## src/rtl/arc4_pkg.sv

```systemverilog
// Shared types and widths for the ARC4 decrypt sequencer and its S-memory port mux.
package arc4_pkg;

  localparam int unsigned S_AW  = 8;
  localparam int unsigned S_DW  = 8;
  localparam int unsigned KEY_W = 24;
  localparam int unsigned PH_W  = 2;

  typedef enum logic [3:0] {
    S_RST,
    IDLE,
    ST_INIT,
    WT_INIT,
    ST_KSA,
    WT_KSA,
    ST_PRGA,
    WT_PRGA,
    ERR
  } seq_state_t;

  localparam logic [PH_W-1:0] PH_NONE = 2'd0;
  localparam logic [PH_W-1:0] PH_INIT = 2'd1;
  localparam logic [PH_W-1:0] PH_KSA  = 2'd2;
  localparam logic [PH_W-1:0] PH_PRGA = 2'd3;

  // One S-memory access request from a sub-block.
  typedef struct packed {
    logic [S_AW-1:0] addr;
    logic [S_DW-1:0] wrdata;
    logic            wren;
  } s_req_t;

  // Phase owning the S port in a given sequencer state.
  function automatic logic [PH_W-1:0] phase_of(input seq_state_t st);
    logic [PH_W-1:0] ph;
    case (st)
      ST_INIT, WT_INIT: ph = PH_INIT;
      ST_KSA,  WT_KSA:  ph = PH_KSA;
      ST_PRGA, WT_PRGA: ph = PH_PRGA;
      default:          ph = PH_NONE;
    endcase
    return ph;
  endfunction

endpackage

```

## src/rtl/s_port_mux.sv

```systemverilog
// Routes the active phase's S-memory request to the single memory port; idle phases are gated off.
module s_port_mux
  import arc4_pkg::*;
(
  input  logic [PH_W-1:0] i_phase,
  input  logic [S_AW-1:0] i_init_addr,
  input  logic [S_DW-1:0] i_init_wrdata,
  input  logic            i_init_wren,
  input  logic [S_AW-1:0] i_ksa_addr,
  input  logic [S_DW-1:0] i_ksa_wrdata,
  input  logic            i_ksa_wren,
  input  logic [S_AW-1:0] i_prga_addr,
  input  logic [S_DW-1:0] i_prga_wrdata,
  input  logic            i_prga_wren,
  output logic [S_AW-1:0] o_addr,
  output logic [S_DW-1:0] o_wrdata,
  output logic            o_wren
);

  s_req_t w_sel;

  always_comb begin
    w_sel = '0;
    case (i_phase)
      PH_INIT: w_sel = '{addr: i_init_addr, wrdata: i_init_wrdata, wren: i_init_wren};
      PH_KSA:  w_sel = '{addr: i_ksa_addr,  wrdata: i_ksa_wrdata,  wren: i_ksa_wren};
      PH_PRGA: w_sel = '{addr: i_prga_addr, wrdata: i_prga_wrdata, wren: i_prga_wren};
      default: w_sel = '0;
    endcase
  end

  assign o_addr   = w_sel.addr;
  assign o_wrdata = w_sel.wrdata;
  assign o_wren   = w_sel.wren;

endmodule

```

## src/rtl/arc4_seq.sv

```systemverilog
// ARC4 decrypt-pass sequencer: key handshake, init->ksa->prga start/wait with a per-phase
// watchdog, and ownership of the shared S-memory write/address port.
module arc4_seq
  import arc4_pkg::*;
#(
  parameter int unsigned TIMEOUT = 200000
)
(
  input  logic             i_clk,
  input  logic             i_rst,
  input  logic             i_en,
  output logic             o_rdy,
  input  logic [KEY_W-1:0] i_key,
  output logic [KEY_W-1:0] o_key_out,
  output logic             o_err,
  output logic [PH_W-1:0]  o_phase,
  output logic             o_init_en,
  output logic             o_ksa_en,
  output logic             o_prga_en,
  input  logic             i_init_rdy,
  input  logic             i_ksa_rdy,
  input  logic             i_prga_rdy,
  input  logic [S_AW-1:0]  i_init_s_addr,
  input  logic [S_DW-1:0]  i_init_s_wrdata,
  input  logic             i_init_s_wren,
  input  logic [S_AW-1:0]  i_ksa_s_addr,
  input  logic [S_DW-1:0]  i_ksa_s_wrdata,
  input  logic             i_ksa_s_wren,
  input  logic [S_AW-1:0]  i_prga_s_addr,
  input  logic [S_DW-1:0]  i_prga_s_wrdata,
  input  logic             i_prga_s_wren,
  output logic [S_AW-1:0]  o_s_addr,
  output logic [S_DW-1:0]  o_s_wrdata,
  output logic             o_s_wren
);

  localparam int unsigned CNT_W = $clog2(TIMEOUT + 1);

  seq_state_t       r_state, w_state_nxt;
  logic [CNT_W-1:0] r_cnt, w_cnt_nxt, w_cnt_inc;
  logic             r_busy_seen, w_busy_nxt;
  logic [KEY_W-1:0] r_key_out, w_key_nxt;
  logic             r_err, w_err_nxt;
  logic             r_init_en, r_ksa_en, r_prga_en;
  logic             w_init_en_nxt, w_ksa_en_nxt, w_prga_en_nxt;
  logic             w_tmo;
  logic [PH_W-1:0]  w_phase;

  assign w_cnt_inc = r_cnt + CNT_W'(1);
  assign w_tmo     = (r_cnt == CNT_W'(TIMEOUT - 1));

  always_ff @(posedge i_clk) begin
    if (i_rst) begin
      r_state     <= S_RST;
      r_cnt       <= '0;
      r_busy_seen <= 1'b0;
      r_key_out   <= '0;
      r_err       <= 1'b0;
      r_init_en   <= 1'b0;
      r_ksa_en    <= 1'b0;
      r_prga_en   <= 1'b0;
    end else begin
      r_state     <= w_state_nxt;
      r_cnt       <= w_cnt_nxt;
      r_busy_seen <= w_busy_nxt;
      r_key_out   <= w_key_nxt;
      r_err       <= w_err_nxt;
      r_init_en   <= w_init_en_nxt;
      r_ksa_en    <= w_ksa_en_nxt;
      r_prga_en   <= w_prga_en_nxt;
    end
  end

  // A phase completes only after its sub-block has been seen busy, so a stale rdy=1 never counts.
  always_comb begin
    w_state_nxt   = r_state;
    w_cnt_nxt     = '0;
    w_busy_nxt    = 1'b0;
    w_key_nxt     = r_key_out;
    w_err_nxt     = r_err;
    w_init_en_nxt = 1'b0;
    w_ksa_en_nxt  = 1'b0;
    w_prga_en_nxt = 1'b0;
    case (r_state)
      S_RST: w_state_nxt = IDLE;
      IDLE: begin
        if (i_en) begin
          w_state_nxt = ST_INIT;
          w_key_nxt   = i_key;
        end
      end
      ST_INIT: begin
        w_cnt_nxt = w_cnt_inc;
        if (w_tmo) begin
          w_state_nxt = ERR;
        end else if (i_init_rdy) begin
          w_state_nxt   = WT_INIT;
          w_init_en_nxt = 1'b1;
        end
      end
      WT_INIT: begin
        w_cnt_nxt  = w_cnt_inc;
        w_busy_nxt = r_busy_seen | ~i_init_rdy;
        if (i_init_rdy && r_busy_seen) begin
          w_state_nxt = ST_KSA;
          w_cnt_nxt   = '0;
        end else if (w_tmo) begin
          w_state_nxt = ERR;
        end
      end
      ST_KSA: begin
        w_cnt_nxt = w_cnt_inc;
        if (w_tmo) begin
          w_state_nxt = ERR;
        end else if (i_ksa_rdy) begin
          w_state_nxt  = WT_KSA;
          w_ksa_en_nxt = 1'b1;
        end
      end
      WT_KSA: begin
        w_cnt_nxt  = w_cnt_inc;
        w_busy_nxt = r_busy_seen | ~i_ksa_rdy;
        if (i_ksa_rdy && r_busy_seen) begin
          w_state_nxt = ST_PRGA;
          w_cnt_nxt   = '0;
        end else if (w_tmo) begin
          w_state_nxt = ERR;
        end
      end
      ST_PRGA: begin
        w_cnt_nxt = w_cnt_inc;
        if (w_tmo) begin
          w_state_nxt = ERR;
        end else if (i_prga_rdy) begin
          w_state_nxt   = WT_PRGA;
          w_prga_en_nxt = 1'b1;
        end
      end
      WT_PRGA: begin
        w_cnt_nxt  = w_cnt_inc;
        w_busy_nxt = r_busy_seen | ~i_prga_rdy;
        if (i_prga_rdy && r_busy_seen) begin
          w_state_nxt = IDLE;
        end else if (w_tmo) begin
          w_state_nxt = ERR;
        end
      end
      ERR:     w_state_nxt = ERR;
      default: w_state_nxt = S_RST;
    endcase
    if (w_state_nxt == ERR) begin
      w_err_nxt = 1'b1;
    end
  end

  assign w_phase   = phase_of(r_state);
  assign o_phase   = w_phase;
  assign o_rdy     = (r_state == IDLE);
  assign o_key_out = r_key_out;
  assign o_err     = r_err;
  assign o_init_en = r_init_en;
  assign o_ksa_en  = r_ksa_en;
  assign o_prga_en = r_prga_en;

  s_port_mux u_s_port_mux (
    .i_phase       (w_phase),
    .i_init_addr   (i_init_s_addr),
    .i_init_wrdata (i_init_s_wrdata),
    .i_init_wren   (i_init_s_wren),
    .i_ksa_addr    (i_ksa_s_addr),
    .i_ksa_wrdata  (i_ksa_s_wrdata),
    .i_ksa_wren    (i_ksa_s_wren),
    .i_prga_addr   (i_prga_s_addr),
    .i_prga_wrdata (i_prga_s_wrdata),
    .i_prga_wren   (i_prga_s_wren),
    .o_addr        (o_s_addr),
    .o_wrdata      (o_s_wrdata),
    .o_wren        (o_s_wren)
  );

endmodule

```

## config.mk

```make
export PLATFORM = sky130hd
export DESIGN_NAME = arc4_seq
export DESIGN_NICKNAME = d
export VERILOG_FILES = /design/src/rtl/arc4_pkg.sv /design/src/rtl/s_port_mux.sv /design/src/rtl/arc4_seq.sv
export SDC_FILE = /design/constraint.sdc
export NUM_CORES = 1
export LEC_CHECK = 0
export BUFFER_PORTS_ARGS = -buffer_cell sky130_fd_sc_hd__buf_2
export CAP_MARGIN = 20
export CORE_ASPECT_RATIO = 1.75
export CORE_UTILIZATION = 42
export DETAILED_ROUTE_END_ITERATION = 12
export PLACE_DENSITY = 0.77
export SYNTH_ARGS = -nofsm -noshare
export SYNTH_HDL_FRONTEND = slang
export SYNTH_SLANG_ARGS = --single-unit
```

## constraint.sdc

```tcl
create_clock -name i_clk -period 1.36 [get_ports i_clk]
set_input_delay 0.204 -clock i_clk [delete_from_list [all_inputs] [get_ports i_clk]]
set_output_delay 0.204 -clock i_clk [all_outputs]
set_load 0.1 [all_outputs]
```

## Yosys cells after proc, flatten, opt, wreduce, memory -nomap -nowiden

Index checks and enable logic that the tools add are counted.

- RAM bits: 0
- Bits in latches: 0
- Register bits after elaboration: 51
- Word-level logic and storage cells: 64
- Memories kept: 0
- Bits of input ports: 81
- Bits in read-only memories: 0
- Output and inout bits: 48

- Eq/ne operators: 13
- Add/sub/neg operators: 1
- Multipliers: 0
- Reductions and logical operators: 12
- Divide/modulo/power cells: 0
- Magnitude comparators: 0
- Multiplexer cells: 21
- Shifts and indexed selects: 0
- Bitwise gates (word level): 9

Operators by type and width:

| kind | number |
|---|---|
| $pmux W18 S3 | 1 |
| $pmux W17 S3 | 1 |
| $mux W4 | 11 |
| $mux W18 | 2 |
| $pmux W4 S9 | 1 |
| $add A18 B1 Y18 const B | 1 |
| $eq A18 B18 Y1 const B | 1 |
| $eq A4 B3 Y1 const B | 4 |
| $reduce_or A3 Y1 | 3 |
| $eq A4 B2 Y1 const B | 2 |
| $eq A4 B4 Y1 const B | 2 |
| $not A1 Y1 | 6 |
| $pmux W2 S3 | 1 |
| $reduce_or A2 Y1 | 3 |
| $eq A2 B2 Y1 const B | 2 |
| $eq A4 B1 Y1 const B | 1 |
| $logic_not A4 Y1 | 1 |
| $reduce_or A4 Y1 | 1 |
| $logic_and A1 B1 Y1 | 3 |
| $mux W1 | 3 |
| $or A1 B1 Y1 | 3 |
| $pmux W1 S3 | 1 |
| $eq A2 B1 Y1 const B | 1 |
| $reduce_and A2 Y1 | 1 |

## Longest topological paths before layout

- Word-level depth: 5
- Gate-level depth with buffers: 7
- Mapped depth without buffers: 6

## Modules after synthesis

A second synthesis with hierarchy kept.

- Cell total of the unflattened synthesis: 304
- Area, all modules: 2725.1 um^2

By module, submodules not included:

| module | cells an instance | instances | seq. area each (um^2) | area an instance (um^2) |
|---|---|---|---|---|
| arc4_seq | 263 | 1 | 1021.0 | 2270.9 |
| s_port_mux | 41 | 1 | 0.0 | 454.2 |

## Worst setup path after synthesis

Ideal clock, no wire load.

- Path kind: reg2out
- Start point: register r_state[3]
- End point: output port o_rdy
- Required time: 1156 ps
- Path buffers: 2
- Stages on the path, launching flop included: 4
- Slack: -1621 ps
- Data arrival time: 2777 ps
- Path through: dfxtp_1 > clkbuf_1 > buf_1 > nor3_1

- Word-level cells in the longest chain between the ends: 1

RTL lines:

| element | RTL line | text |
|---|---|---|
| from (decl) | arc4_seq.sv:39 | `seq_state_t r_state, w_state_nxt;` |
| from (signal assigned) | arc4_seq.sv:63 | `r_state <= w_state_nxt;` |
| $eq A4 B1 Y1 | arc4_seq.sv:158 | `assign o_rdy = (r_state == IDLE);` |
| to (decl) | arc4_seq.sv:12 | `output logic o_rdy,` |

No other way between the ends.

## Worst setup path after layout

- Start point: register r_state[2]
- End point: output port o_s_addr[5]

- Word-level cells in the longest chain between the ends: 5
- Elaborated cells on any way between the ends: 14
- Those cells by class: 9 x eq/ne; 2 x mux; 3 x reduce/logical

RTL lines:

| element | RTL line | text |
|---|---|---|
| $eq A4 B3 Y1 or $eq A4 B2 Y1 (tied branches) | arc4_pkg.sv:36 | `case (st)` |
| $reduce_or A2 Y1 | arc4_pkg.sv:36 |  |
| $pmux W2 S3 (*) | arc4_pkg.sv:36 |  |
| $eq A2 B2 Y1 or $eq A2 B1 Y1 (tied branches) | s_port_mux.sv:24 | `case (i_phase)` |
| $pmux W17 S3 (*) | s_port_mux.sv:24 |  |
| to (decl) | arc4_seq.sv:32 | `output logic [S_AW-1:0] o_s_addr,` |

Every way passes the cells marked *; elsewhere a longest branch is shown, timed or not.

==> results by group <==
Status
  – Status: finished, violations left
  – Failing checks: setup timing

Cells and area
  – Share of cells above drive strength 1: 0.630
  – Commonest non-fill, non-tap cell in the layout: buf_2
  – Area Growth Syn to Fin: 87.8%
  – Most frequent cells in the layout: buf_2, nand2_1, dfxtp_1
  – Final nets: about 600
  – Area occupied by registers: just over 1000 sq um
  – Multi-input gate area: around 2000 sq um
  – Fill cell count: between 200 and 300
  – Antenna cells: 0
  – Design Area, Final: about 5000 sq um

Critical path
  – Worst Setup End Kind: primary output
  – Worst path max stage delay: about 0.44 ns
  – Worst EP arrival: around 1.7 ns
  – Critical Path RT: 1.16 ns
  – CP max-delay cell: dfxtp_4
  – CP startpoint kind: flip-flop
  – Crit Path Category: reg2out
  – Worst path cell trace: clkbuf_16, mux2_2, a22oi_2, nor2_4, buf_12
  – Critical Path Fanout Max: 6

Die
  – Die Area: about 6600 sq um
  – Die width: 61.9 um
  – Die Ht: around 110 um
  – Initial Utilization: 0.442
  – Boundary Pins: approximately 130
  – # rows: 37
  – Core area: between 5000 and 6000 sq um

Route
  – Vias: around 3,300
  – Routed length per placed instance: around 21 um
  – 1st-pass router iterations: 4
  – Drc violations: 0
  – Total routed wirelength: roughly 12,000 um
  – Post-route antenna net violation count: 0
  – Drt initial violations: about 270
  – Via density: between 5 and 6

Pwr
  – VDD IR max: ~1.1 mV
  – Pwr per Cell Area: about 660 nW/um^2
  – Total power: 0.00326 W
  – Leak pwr: 1.96 nW

CTS
  – Maximum root-to-sink buffer count: 2
  – Skew-Pair Late Insertion Delay: between 0.3 and 0.4 ns
  – CTS buffer count: 5
  – CTS sink count: between 50 and 60
  – Clock root cell: clkbuf_8
  – Cts hold-fix bufs: 0
  – H-tree depth: 2
  – Clk pin slew, worst setup/hold paths: 0.09 ns
  – CTS tree: built

Logic synthesis
  – Async S/R FF share, synth: 0
  – Yosys warnings: 0
  – Cells after Synth: approximately 330
  – Syn avg cell area: roughly 7.9 sq um
  – Dominant synthesized flop cell: dfxtp_1
  – Post-synth EDFFs: 0
  – Count of different cell masters after synthesis: between 40 and 50
  – Synth Net Count: around 420
  – Cell Area, Synth: 2640 sq um
  – #FFs+latches synth: 51
  – Seq/Total Area, Yosys: 0.387

Timing
  – Setup Skew: between 0.008 and 0.009 ns
  – Relative slew slack: 0.664
  – Max-slew violations: 0
  – RSZ-0062 raised after global routing: yes
  – FMAX: ~520 MHz
  – Setup TNS: -28.03 ns
  – Final hold violations: 0
  – Slew @ Worst Pin: 0.507 ns
  – Tcrit/Tclk final: 1.41
  – Worst setup margin: -0.559 ns
  – Tmin final: ~1.9 ns
  – Final Setup Violations: 71

Job
  – Max-cap violations: 0

Placement
  – I/O Buffers: around 130
  – Gpl congestion: 1.03
  – DP HPWL: about 6600 um
  – Dpl cell area: 4230 sq um

Global route
  – Pin count of the biggest net entering global routing: 19
  – Initial antenna violation count: 0
  – Overflow after GRT: 0
  – Total track usage: 0.329
  – First-pass GRT wire length: about 16,000 um
  – Vias in the first global route: 3,459

Min path
  – Hold Crit Class: in2reg
## cells by family (layout without fill, tap and decap cells)
group / after synthesis / after routing / share of synthesized area
xor+xnor: 16 / 16 / 0.0531
buf+inv: 31 / 212 / 0.0512
simple gates: 153 / 153 / 0.280
flops: 51 / 51 / 0.387
fa+ha+maj: 1 / 1 / 0.00474
compound gates: 64 / 64 / 0.152
mux: 17 / 17 / 0.0725
## cell usage after synthesis, drive strengths merged, types with 2 or more instances
library cell  instances  share of area
o21ai                 5         0.0095
a21boi                2         0.0057
nor2                 47          0.070
mux2                 17          0.072
a31oi                 2         0.0047
buf                  16          0.029
clkbuf                7          0.010
and4                  2         0.0076
dfxtp                51           0.39
nand4                 8          0.025
inv                   8          0.011
nor2b                 4          0.010
or3                   3         0.0071
xor2                  6          0.020
nand3                12          0.029
nor3                  8          0.015
nand2                63          0.090
a21oi                31          0.059
xnor2                10          0.033
a22oi                17          0.048
o211ai                2         0.0076
nor4                  2          0.013
## critical path: cells and delay by family (launching register included)
kind                   cells  cell delay [ns]
DFF                        1             0.44
buffers and inverters      2             0.34
muxes                      1             0.33
and+or+nand+nor            1             0.07
AOI/OAI and AO/OA          1             0.21
## layout make-up
class	instances	area share
clock buffers	6	0.0146
repair buffers	196	0.337
multi-input cells	251	0.410
flip-flops and latches	51	0.209
inverters	8	0.00656
well taps	78	0.0197
clock inverters	2	0.00252
## flip-flops by register name, summed over array words and instances (netlist names)
name,count
o_ksa_en,1
o_prga_en,1
o_err,1
r_state,4
r_busy_seen,1
o_init_en,1
o_key_out,24
r_cnt,18
## per-stage QoR
step | cells | hold WS (ns) | util | worst slack [ns]
after floorplan | 333 | 0.332 | - | -0.284
after global placement | 566 | 0.439 | 0.708 | -0.177
after detailed placement | 566 | 0.444 | 0.708 | -0.220
after CTS | 586 | 0.114 | 0.790 | -0.469
after global routing | 592 | 0.113 | 0.831 | -0.663
final | 592 | 0.120 | 0.831 | -0.559
## path summary, 6_finish.rpt
kind / startpoint / to / slack, ns / cells past startpoint
worst min-delay path: i_key[5] / o_key_out[5]$_SDFFE_PP0P_ / 0.12 / 3
worst max register to register: r_state[2]$_SDFF_PP0_ / r_cnt[17]$_SDFF_PP0_ / -0.54 / 10
worst max-delay path: r_state[2]$_SDFF_PP0_ / o_s_addr[5] / -0.56 / 5
worst min register to register: o_key_out[12]$_SDFFE_PP0P_ / o_key_out[12]$_SDFFE_PP0P_ / 0.45 / 2
## per-layer routing
layer  up-vias  global-route usage  part of all wire
met5         -                   0                 0
met4         0               0.267             0.069
met3        64               0.100             0.080
met2       175               0.587              0.54
met1      1590               0.272              0.31
li1       1503                   -                 -
## where the power goes
part,internal [W],switching [W]
sequential,0.00152,0.0000230
clock,0.000360,0.000502
combinational,0.000280,0.000574
## repair_timing
action                                  CTS  global route
cloned                                    4             2
endpoints found under the setup margin   68            71
pin swaps                                11            19
setup buffers                             8             5
resized for setup                        67            54
Note: power is estimated with default switching activity, not from simulation.
